$ cat src/rtl/mbscore_mem_port.sv
`default_nettype none
// ============================================================================
//  Module   : mbscore_mem_port
//  Purpose  : Core-to-bus memory port. Accepts one load/store at a time,
//             screens misalignment, and waits for the bus ack with a timeout.
//  Revision : 1.0  initial release
// ============================================================================
module mbscore_mem_port #(
    parameter int DATA_WIDTH = 32,
    parameter int TIMEOUT    = 16
) (
    input  logic                    clk,
    input  logic                    rst_n,
    // core side
    input  logic                    i_req_valid,
    input  logic                    i_req_we,
    input  logic [DATA_WIDTH-1:0]   i_req_addr,
    input  logic [DATA_WIDTH-1:0]   i_req_wdata,
    input  logic [DATA_WIDTH/8-1:0] i_req_be,
    output logic                    o_req_ready,
    output logic                    o_rsp_valid,
    output logic [DATA_WIDTH-1:0]   o_rsp_rdata,
    output logic                    o_rsp_err,
    output logic                    o_stall,
    // bus side
    output logic                    o_mem_req,
    output logic                    o_mem_we,
    output logic [DATA_WIDTH-1:0]   o_mem_addr,
    output logic [DATA_WIDTH-1:0]   o_mem_wdata,
    output logic [DATA_WIDTH/8-1:0] o_mem_be,
    input  logic                    i_mem_ack,
    input  logic                    i_mem_err,
    input  logic [DATA_WIDTH-1:0]   i_mem_rdata
);

    localparam int c_BW = DATA_WIDTH / 8;
    localparam int c_CW = (TIMEOUT > 1) ? $clog2(TIMEOUT) : 1;
    localparam logic [c_CW-1:0] c_CNT_LAST = (TIMEOUT > 0) ? c_CW'(TIMEOUT - 1) : '0;

    typedef enum logic [1:0] {
        S_IDLE = 2'd0,
        S_REQ  = 2'd1,
        S_RESP = 2'd2
    } state_t;

    state_t                  r_state;
    state_t                  w_state_nxt;
    logic                    r_we;
    logic [DATA_WIDTH-1:0]   r_addr;
    logic [DATA_WIDTH-1:0]   r_wdata;
    logic [c_BW-1:0]         r_be;
    logic [c_CW-1:0]         r_cnt;
    logic [DATA_WIDTH-1:0]   r_rsp_rdata;
    logic                    r_rsp_err;

    logic                    w_accept;
    logic                    w_pair;
    logic                    w_misalign;
    logic                    w_timeout;
    logic [DATA_WIDTH-1:0]   w_load_data;

    assign w_accept = (r_state == S_IDLE) && i_req_valid;

    // A halfword is any two adjacent enabled bytes; it must start on an even address.
    always_comb begin
        w_pair = 1'b0;
        for (int k = 0; k < c_BW - 1; k++) begin
            if (i_req_be == (c_BW'(3) << k)) begin
                w_pair = 1'b1;
            end
        end
        w_misalign = ((&i_req_be) && (i_req_addr[1:0] != 2'b00)) ||
                     (w_pair && i_req_addr[0]);
    end

    assign w_timeout = (TIMEOUT != 0) && (r_cnt == c_CNT_LAST);

    always_comb begin
        w_load_data = '0;
        for (int b = 0; b < c_BW; b++) begin
            w_load_data[8*b +: 8] = i_mem_rdata[8*b +: 8] & {8{r_be[b]}};
        end
    end

    always_comb begin
        w_state_nxt = r_state;
        case (r_state)
            S_IDLE: begin
                if (i_req_valid) begin
                    w_state_nxt = w_misalign ? S_RESP : S_REQ;
                end
            end
            S_REQ: begin
                if (i_mem_ack || w_timeout) begin
                    w_state_nxt = S_RESP;
                end
            end
            S_RESP:  w_state_nxt = S_IDLE;
            default: w_state_nxt = S_IDLE;
        endcase
    end

    always_ff @(posedge clk or negedge rst_n) begin
        if (!rst_n) begin
            r_state <= S_IDLE;
        end else begin
            r_state <= w_state_nxt;
        end
    end

    always_ff @(posedge clk or negedge rst_n) begin
        if (!rst_n) begin
            r_we        <= 1'b0;
            r_addr      <= '0;
            r_wdata     <= '0;
            r_be        <= '0;
            r_cnt       <= '0;
            r_rsp_rdata <= '0;
            r_rsp_err   <= 1'b0;
        end else begin
            if (w_accept) begin
                r_we    <= i_req_we;
                r_addr  <= i_req_addr;
                r_wdata <= i_req_wdata;
                r_be    <= i_req_be;
                r_cnt   <= '0;
                if (w_misalign) begin
                    r_rsp_rdata <= '0;
                    r_rsp_err   <= 1'b1;
                end
            end else if (r_state == S_REQ) begin
                // Ack wins over a timeout expiring in the same cycle.
                if (i_mem_ack) begin
                    r_rsp_rdata <= r_we ? '0 : w_load_data;
                    r_rsp_err   <= i_mem_err;
                end else if (w_timeout) begin
                    r_rsp_rdata <= '0;
                    r_rsp_err   <= 1'b1;
                end else if (TIMEOUT != 0) begin
                    r_cnt <= r_cnt + c_CW'(1);
                end
            end
        end
    end

    assign o_req_ready = (r_state == S_IDLE);
    assign o_stall     = (r_state != S_IDLE);
    assign o_rsp_valid = (r_state == S_RESP);
    assign o_rsp_rdata = r_rsp_rdata;
    assign o_rsp_err   = r_rsp_err;
    assign o_mem_req   = (r_state == S_REQ);
    assign o_mem_we    = r_we;
    assign o_mem_addr  = r_addr;
    assign o_mem_wdata = r_wdata;
    assign o_mem_be    = r_be;

endmodule
`default_nettype wire

$ cat config.mk
export PLATFORM = sky130hd
export DESIGN_NAME = mbscore_mem_port
export DESIGN_NICKNAME = d
export VERILOG_FILES = /design/src/rtl/mbscore_mem_port.sv
export SDC_FILE = /design/constraint.sdc
export NUM_CORES = 1
export LEC_CHECK = 0
export ABC_CLOCK_PERIOD_IN_PS = 2960
export CAP_MARGIN = 20
export CORE_UTILIZATION = 45
export CTS_BUF_LIST = sky130_fd_sc_hd__clkbuf_4 sky130_fd_sc_hd__clkbuf_8
export CTS_CLUSTER_DIAMETER = 100
export DETAILED_ROUTE_END_ITERATION = 10
export PLACE_DENSITY = 0.83
export SLEW_MARGIN = 20
export SYNTH_ARGS = -nofsm -noshare
export SYNTH_HDL_FRONTEND = slang
export SYNTH_SLANG_ARGS = --single-unit
export TNS_END_PERCENT = 20
$ cat constraint.sdc
create_clock -name clk -period 2.96 [get_ports clk]
set_input_delay 0.888 -clock clk [delete_from_list [all_inputs] [get_ports clk]]
set_output_delay 0.888 -clock clk [all_outputs]
set_load 0.1 [all_outputs]
# Yosys cells after proc, flatten, opt, wreduce, memory -nomap -nowiden
# Cells that the tools add are included.
# word_totals
ff_bits	108
input_bits	106
output_inout_bits	106
# op_classes
add_sub_neg	1
n_eq_ne	11
n_mux	22
n_bitwise	4
reduce_logical	14
# op_table
op	n
two-way mux 32 bit	6
AND 8 bit	4
two-way mux 4 bit	4
equality test 4 bit, second input constant	2
two-way mux 1 bit	8
two-way mux 2 bit	3
!= test 2 x 1 -> 1 bit, second input constant	3
AND reduction 3 bit	2
nonzero test 2 bit	3
adder 4 x 1 -> 4 bit, second input constant	1
equality test 4 x 2 -> 1 bit, second input constant	1
equality test 4 x 3 -> 1 bit, second input constant	1
!= test 2 bit, second input constant	2
one-hot mux 2 bit (2 select lines)	1
AND reduction 4 bit	1
logical AND 1 bit	3
nonzero test 3 bit	1
equality test 2 x 1 -> 1 bit, second input constant	1
equality test 2 bit, second input constant	1
logical NOT 2 bit	1
logical OR 1 bit	2
AND reduction 2 bit	1

# Depth between registers and ports, before layout
# Gate-level depths: netlist of run 1.
# depth
word_depth	9
depth_mapped	6
ltp_nobuf	5

# Least setup slack after synthesis of run 1
# No wires, ideal clock.
# synth_path
path_kind	register to output
start	register r_state[0]
end	output port o_stall
arrival_ns	2.627
required_ns	2.072
path_slack_ns	-0.555
path_stages_with_launch	3
path_cell_list	dfrtp_1 nor2_1 inv_1
# synth_between
elab_chain_len	1
# synth_rtl
item	line	rtl
start: declaration	46	state_t r_state;
start signal: assignment	107	r_state <= w_state_nxt;
nonzero test 2 bit	147	assign o_stall = (r_state != S_IDLE);
end: declaration	24	output logic o_stall,
# Every way passes these cells.

# Worst setup path after layout of run 1
# layout_path
start	input port i_req_be[0]
end	register r_rsp_rdata[28], in the netlist o_rsp_rdata[28]
# layout_between
elab_chain_len	8
elab_cells_between_ends	12
# layout_rtl
item	line	rtl
start: declaration	19	input logic [DATA_WIDTH/8-1:0] i_req_be,
equality test 4 x 2 -> 1 bit	68	if (i_req_be == (c_BW'(3) << k)) begin
two-way mux 1 bit (3 in series)	68	
logical AND 1 bit	73	(w_pair && i_req_addr[0]);
logical OR 1 bit (*)	72	w_misalign = ((&i_req_be) && (i_req_addr[1:0] != 2'b00)) ||
!= test 2 x 1 -> 1 bit (no source line) (*)	--	
AND reduction 3 bit (no source line) (*)	--	
end signal: assignment	134	r_rsp_rdata <= r_we ? '0 : w_load_data;
end: declaration	53	logic [DATA_WIDTH-1:0] r_rsp_rdata;
# Mark *: on every way between the ends. The rest lies on a longest branch, timed or not.
# A chain may end at the register's enable or synchronous reset.

==> flow_metrics.py, run 1 <==
metrics = {
    "outcome": {
        "run_status": "completed",
    },
    "cts": {
        "tritoncts": "built",
        "cts.hold.buffers_added": 0,
        "clk_latency_ns": 0.36,
        "htreeDepth": 3,
        "cts.reportedPaths.clkPinSlew_ns": 0.10,
        "number_of_buffers_inserted_by_post_cts_setup_repair": 0,
        "tritoncts_num_sinks": 108,
        "root_buffer_cell": "clkbuf_8",
        "total_clock_buffers_created_by_cts": 9,
        "clock_path_buffers": 2,
        "cts_repair_resize_count": 0,
    },
    "floorplan": {
        "io_pins": 212,
        "die-height_um": 101,
        "floorplan.die.width_um": 101,
        "initial_util_pct": 47.3,
        "placement_rows": 35,
        "floorplan.die_area_um2": 10300,
        "design.core.area_um2": 9420,
    },
    "placement": {
        "placed_instance_count": 800,
        "placement.io_buffers": 211,
        "place.detailed.hpwl_um": 8730,
        "globalplace.congestion": 0.761,
    },
    "logic_synthesis": {
        "synth_compound_area_share_pct": 7.95,
        "synth_cell_area_um2": 4450,
        "syn_avg_cell_area_um2": 9.31,
        "post_synth_fa_ha_maj_area_fraction_pct": 0.281,
        "yosys-top-cells-area": "dfrtp_1 (61%), nand2_1 (22%), o21ai_2 (5.9%)",
        "synth_top_cells_by_count": "nand2_1 (266), dfrtp_1 (108), o21ai_2 (30)",
        "synth_cells": 478,
        "post_synth_net_total": 585,
        "synth-xor-area-share_pct": 0.393,
        "yosysSeqAreaShare_pct": 60.7,
        "yosysMostFrequentCell": "nand2_1",
        "synth_simple_gate_area_share_pct": 26.5,
        "synth-edff-count": 0,
        "postSynthRegisterBits": 108,
        "synth_top_area_cell": "dfrtp_1",
        "synth_top_family_by_area": "simple AND/OR/NAND/NOR gates",
        "async_reset_ff_share_pct": 100,
        "muxShareOfSynthArea_pct": 0.225,
        "synth_top_cell_area_share_pct": 60.7,
        "ys.flop_type": "dfrtp_1",
        "library_cells_used_by_synthesis": 31,
        "synth-warning-count": 0,
    },
    "critical_path": {
        "cp-startpoint": "i_req_be[0]",
        "r2r_start": "r_state[0]",
        "worst_r2r_endpoint": "o_rsp_rdata[28]",
        "startpoint_type": "primary input",
        "crit_path_max_fanout": 12,
        "reg2reg_depth": 5,
        "cp.required_ns": 3.21,
        "crit_path_end_kind": "flip-flop",
        "crit_type": "in -> reg",
        "register_to_register_setup_slack_ns": 1.16,
        "worst-endpoint-arrival_ns": 2.56,
    },
    "min_path": {
        "timing.hold.worst.start": "o_mem_addr[16]",
        "whs_path_depth": 2,
        "min_path_type": "reg -> reg",
        "hold-path-endpoint": "o_mem_addr[16]",
    },
    "global_route": {
        "grt.overflow.total": 0,
        "via_count_of_the_first_global_routing_pass": 3869,
        "first_pass_grt_wire_length_um": 18600,
        "grt_use_total_pct": 23.5,
        "grt_antenna_before_repair": 0,
        "largest_net_degree_at_the_start_of_global_routing": 72,
    },
    "sta": {
        "timing.final.crit_share_pct": 77.9,
        "fin_worst_skew_ns": 0.0176,
        "final_period_minus_worst_setup_slack_ns": 2.31,
        "totalNegativeSetupSlack_ns": 0,
        "worst_slew_pin_slew_ns": 0.721,
        "timing.slew.headroom_pct": 52.0,
        "rsz0062_at_grt": "false",
        "report.final.setup_viol": 0,
        "timing_hold_violations_final": 0,
        "holdWs_ns": 0.486,
        "fmax_mhz": 434,
        "maxSlewViolCount": 0,
    },
    "cells_and_area": {
        "final_nets": 789,
        "antenna_cells_inserted": 0,
        "sequential_cell_area_um2": 2700,
        "drive_above_1_share_pct": 24.9,
        "multi_input_gate_area_um2": 1580,
        "syn2layout_area_growth_pct": 48.7,
        "num-fill-cells": 740,
        "layoutNonFillerInstCount": 816,
    },
    "drt": {
        "avgRoutedWirePerCell_um": 14.4,
        "vias_per_cell": 4.81,
        "antenna_left": 0,
        "drt_drc_violations_left": 0,
        "detailed_router_s_first_iteration_violation_count": 109,
        "firstDrtPassIters": 4,
        "vias": 3922,
        "total_length_of_routed_wires_um": 11700,
    },
    "job": {
        "max-cap-violations": 0,
    },
}
sequential cells by signal, summed over array words and instances (netlist names):
signal,cells
r_state,2
o_mem_addr,32
o_rsp_err,1
r_cnt,4
o_mem_wdata,32
o_rsp_rdata,32
o_mem_we,1
o_mem_be,4
worst max-delay path, stage by stage:
cell and delay, ns:
clkdlybuf4s50_1 0.49, or3b_1 0.42, a21oi_2 0.19, o21a_4 0.30
buf_12 0.19, o21ai_2 0.08
cells in the final DEF (no fill, tap or decap), drive strengths merged:
cell type	count
nand2	266
buf	117
dfrtp	108
clkdlybuf4s50	104
o21ai	32
nand3	11
clkbuf	11
nor2b	4
and3	4
nor2	3
xor2	2
o211ai	2
o31ai	2
clkinvlp	2
inv	2
or3b	2
a21oi	2
and2	1
a31oi	1
nand4b	1
nand4bb	1
mux2i	1
o21a	1
nand2b	1
or2	1
nand3b	1
o31a	1
ha	1
bufinv	1
clkinv	1
through the flow:
step | setup slack, ns | util [%] | instance area, um2
6_report | 0.654 | 70.3 | 6620
5_1_grt | 0.616 | 70.3 | 6620
4_1_cts | 0.666 | 70.3 | 6620
3_5_place_dp | 0.276 | 68.1 | 6410
3_3_place_gp | 0.287 | 68.1 | 6410
2_1_floorplan | 0.120 | - | 4450
worst max path at each step:
stage | depth (start not counted) | end | slack, ns
after floorplan | 2 | o_stall | 0.12
final | 6 | o_rsp_rdata[28] | 0.65
after detailed placement | 6 | o_rsp_rdata[18] | 0.28
after global placement | 6 | o_rsp_rdata[17] | 0.29
after global routing | 6 | o_rsp_rdata[28] | 0.62
after CTS | 6 | o_rsp_rdata[18] | 0.67
area by class of cell:
| cell class | instances | share of cell area (%) |
|---|---|---|
| flip-flops and latches | 108 | 40.8 |
| repair buffers | 221 | 29.8 |
| multi-input cells | 341 | 23.8 |
| well taps | 129 | 2.44 |
| clock buffers | 11 | 2.19 |
| clock inverters | 5 | 0.889 |
| inverters | 1 | 0.0567 |
kinds of logic (layout without fill, tap and decap cells):
group                      after synthesis  count (layout)
xor gates and xnor gates                 2               2
buffers and inverters                   29             238
adders and majority gates                1               1
and+or+nand+nor                        296             296
AOI/OAI and AO/OA                       41              41
muxes                                    1               1
DFF                                    108             108
metal layers:
layer | global-route usage [%] | wire [um]
met5 | 0 | 0
met4 | 8.58 | 216
met3 | 4.69 | 764
met2 | 40.4 | 5850
met1 | 29.4 | 4910
Power of run 1 is left out: the tool's default activity adds up to more than one toggle a clock period on the data nets, which glitch-free logic cannot reach.
==> inputs of run 2 (changes only) <==
- ABC_CLOCK_PERIOD_IN_PS: 2960 -> 2350
- CORE_UTILIZATION: 45 -> 42
- PLACE_DENSITY: 0.83 -> 0.78
- clock period: 2.96 -> 2.35 ns (I/O delays scaled with it)
==> run 2 against run 1 <==
Against the previous run:
- sequential share of layout area shrank 0.59 points
- die area is 7.0% higher
- first-iteration DRC count increased by 50%
- worst hold slack got worse by 0.092 ns
- register-to-register slack got worse by 0.52 ns
- critical path depth stayed put
- wire length is essentially flat
- clock skew fell by 0.012 ns
- flip-flop and latch count is the same
- design area up 1.5%
- clock-buffer cell count stayed put
==> flow_metrics.py, run 2 (synthesis results as in run 1) <==
metrics = {
    "drt": {
        "drt_drc_violations_left": 0,
        "total_length_of_routed_wires_um": 11700,
        "antenna_left": 0,
        "vias": 3914,
        "avgRoutedWirePerCell_um": 14.2,
        "vias_per_cell": 4.73,
        "detailed_router_s_first_iteration_violation_count": 163,
        "firstDrtPassIters": 6,
    },
    "sta": {
        "timing_hold_violations_final": 0,
        "report.final.setup_viol": 0,
        "totalNegativeSetupSlack_ns": 0,
        "fin_worst_skew_ns": 0.00514,
        "holdWs_ns": 0.394,
        "timing.final.crit_share_pct": 86.1,
        "final_period_minus_worst_setup_slack_ns": 2.02,
        "maxSlewViolCount": 0,
        "worst_slew_pin_slew_ns": 0.664,
        "rsz0062_at_grt": "false",
        "fmax_mhz": 494,
        "timing.slew.headroom_pct": 55.6,
    },
    "cts": {
        "cts_repair_resize_count": 0,
        "tritoncts": "built",
        "number_of_buffers_inserted_by_post_cts_setup_repair": 0,
        "root_buffer_cell": "clkbuf_8",
        "cts.reportedPaths.clkPinSlew_ns": 0.09,
        "tritoncts_num_sinks": 108,
        "cts.hold.buffers_added": 0,
        "clk_latency_ns": 0.36,
        "htreeDepth": 3,
        "total_clock_buffers_created_by_cts": 9,
        "clock_path_buffers": 2,
    },
    "global_route": {
        "grt_use_total_pct": 22.0,
        "largest_net_degree_at_the_start_of_global_routing": 109,
        "first_pass_grt_wire_length_um": 19100,
        "via_count_of_the_first_global_routing_pass": 3971,
        "grt.overflow.total": 0,
        "grt_antenna_before_repair": 0,
    },
    "cells_and_area": {
        "final_nets": 793,
        "antenna_cells_inserted": 0,
        "drive_above_1_share_pct": 25.3,
        "layout_common_cells": "nand2_1 (266), buf_4 (114), dfrtp_1 (108), clkdlybuf4s50_1 (104), o21ai_2 (30)",
        "num-fill-cells": 882,
        "layout_commonest_cell": "nand2_1",
        "multi_input_gate_area_um2": 1580,
        "syn2layout_area_growth_pct": 50.8,
        "sequential_cell_area_um2": 2700,
    },
    "placement": {
        "placement.io_buffers": 211,
        "globalplace.congestion": 0.760,
        "place.detailed.hpwl_um": 8590,
    },
    "critical_path": {
        "reg2reg_depth": 5,
        "r2r_start": "r_state[0]",
        "worst_r2r_endpoint": "o_rsp_rdata[25]",
        "startpoint_type": "primary input",
        "crit_path_end_kind": "flip-flop",
        "cp.required_ns": 2.66,
        "worst-endpoint-arrival_ns": 2.33,
        "crit_type": "in -> reg",
        "register_to_register_setup_slack_ns": 0.64,
        "crit_path_max_fanout": 9,
    },
    "floorplan": {
        "design.core.area_um2": 10300,
        "die-height_um": 105,
        "floorplan.die.width_um": 105,
        "io_pins": 212,
        "floorplan.die_area_um2": 11000,
        "initial_util_pct": 43.3,
        "placement_rows": 37,
    },
    "min_path": {
        "min_path_type": "in -> async",
    },
    "job": {
        "max-cap-violations": 0,
    },
    "outcome": {
        "run_status": "completed",
    },
}
==> run 2: through the flow <==
stage	worst slack (ns)	instance area (um2)	std cells	utilization, %
finish	0.326	6720	827	65.3
global route	0.239	6720	827	65.3
CTS	0.310	6720	827	65.3
detailed placement	-0.0666	6490	811	63.2
global placement	-0.0417	6490	811	63.2
floorplan	-0.121	4460	478	-
==> run 2: metal layers <==
layer | vias up | global-route usage [%] | share of wire [%]
li1 | 1908 | - | -
met1 | 1844 | 27.3 | 42
met2 | 141 | 36.4 | 48
met3 | 21 | 5.86 | 6.9
met4 | 0 | 9.36 | 2.6
met5 | - | 0 | 0
==> run 2: final cells by class <==
type                    instances  area share, %
flip-flops and latches        108           40.2
repair buffers                225           30.3
multi-input cells             341           23.6
well taps                     136           2.53
clock buffers                  11           2.16
clock inverters                 5           1.12
inverters                       1         0.0559
==> run 2: worst max-delay path, stage by stage <==
cell	delay [ns]
clkdlybuf4s50_1	0.53
or3b_1	0.38
a21oi_2	0.18
o21a_4	0.18
buf_4	0.20
o31a_2	0.14
==> run 2: worst max-delay path by stage <==
stage	start	endpoint	slack, ns	depth (start not counted)
2_1_floorplan	r_state[1]	o_rsp_valid	-0.12	1
3_3_place_gp	i_req_addr[0]	o_rsp_rdata[0]	-0.04	6
3_5_place_dp	i_req_addr[0]	o_rsp_rdata[0]	-0.07	6
4_1_cts	r_state[0]	o_mem_req	0.31	3
5_1_grt	r_state[0]	o_mem_req	0.24	3
6_report	i_req_addr[0]	o_rsp_err	0.33	6
Power of run 2 is left out for the same reason.
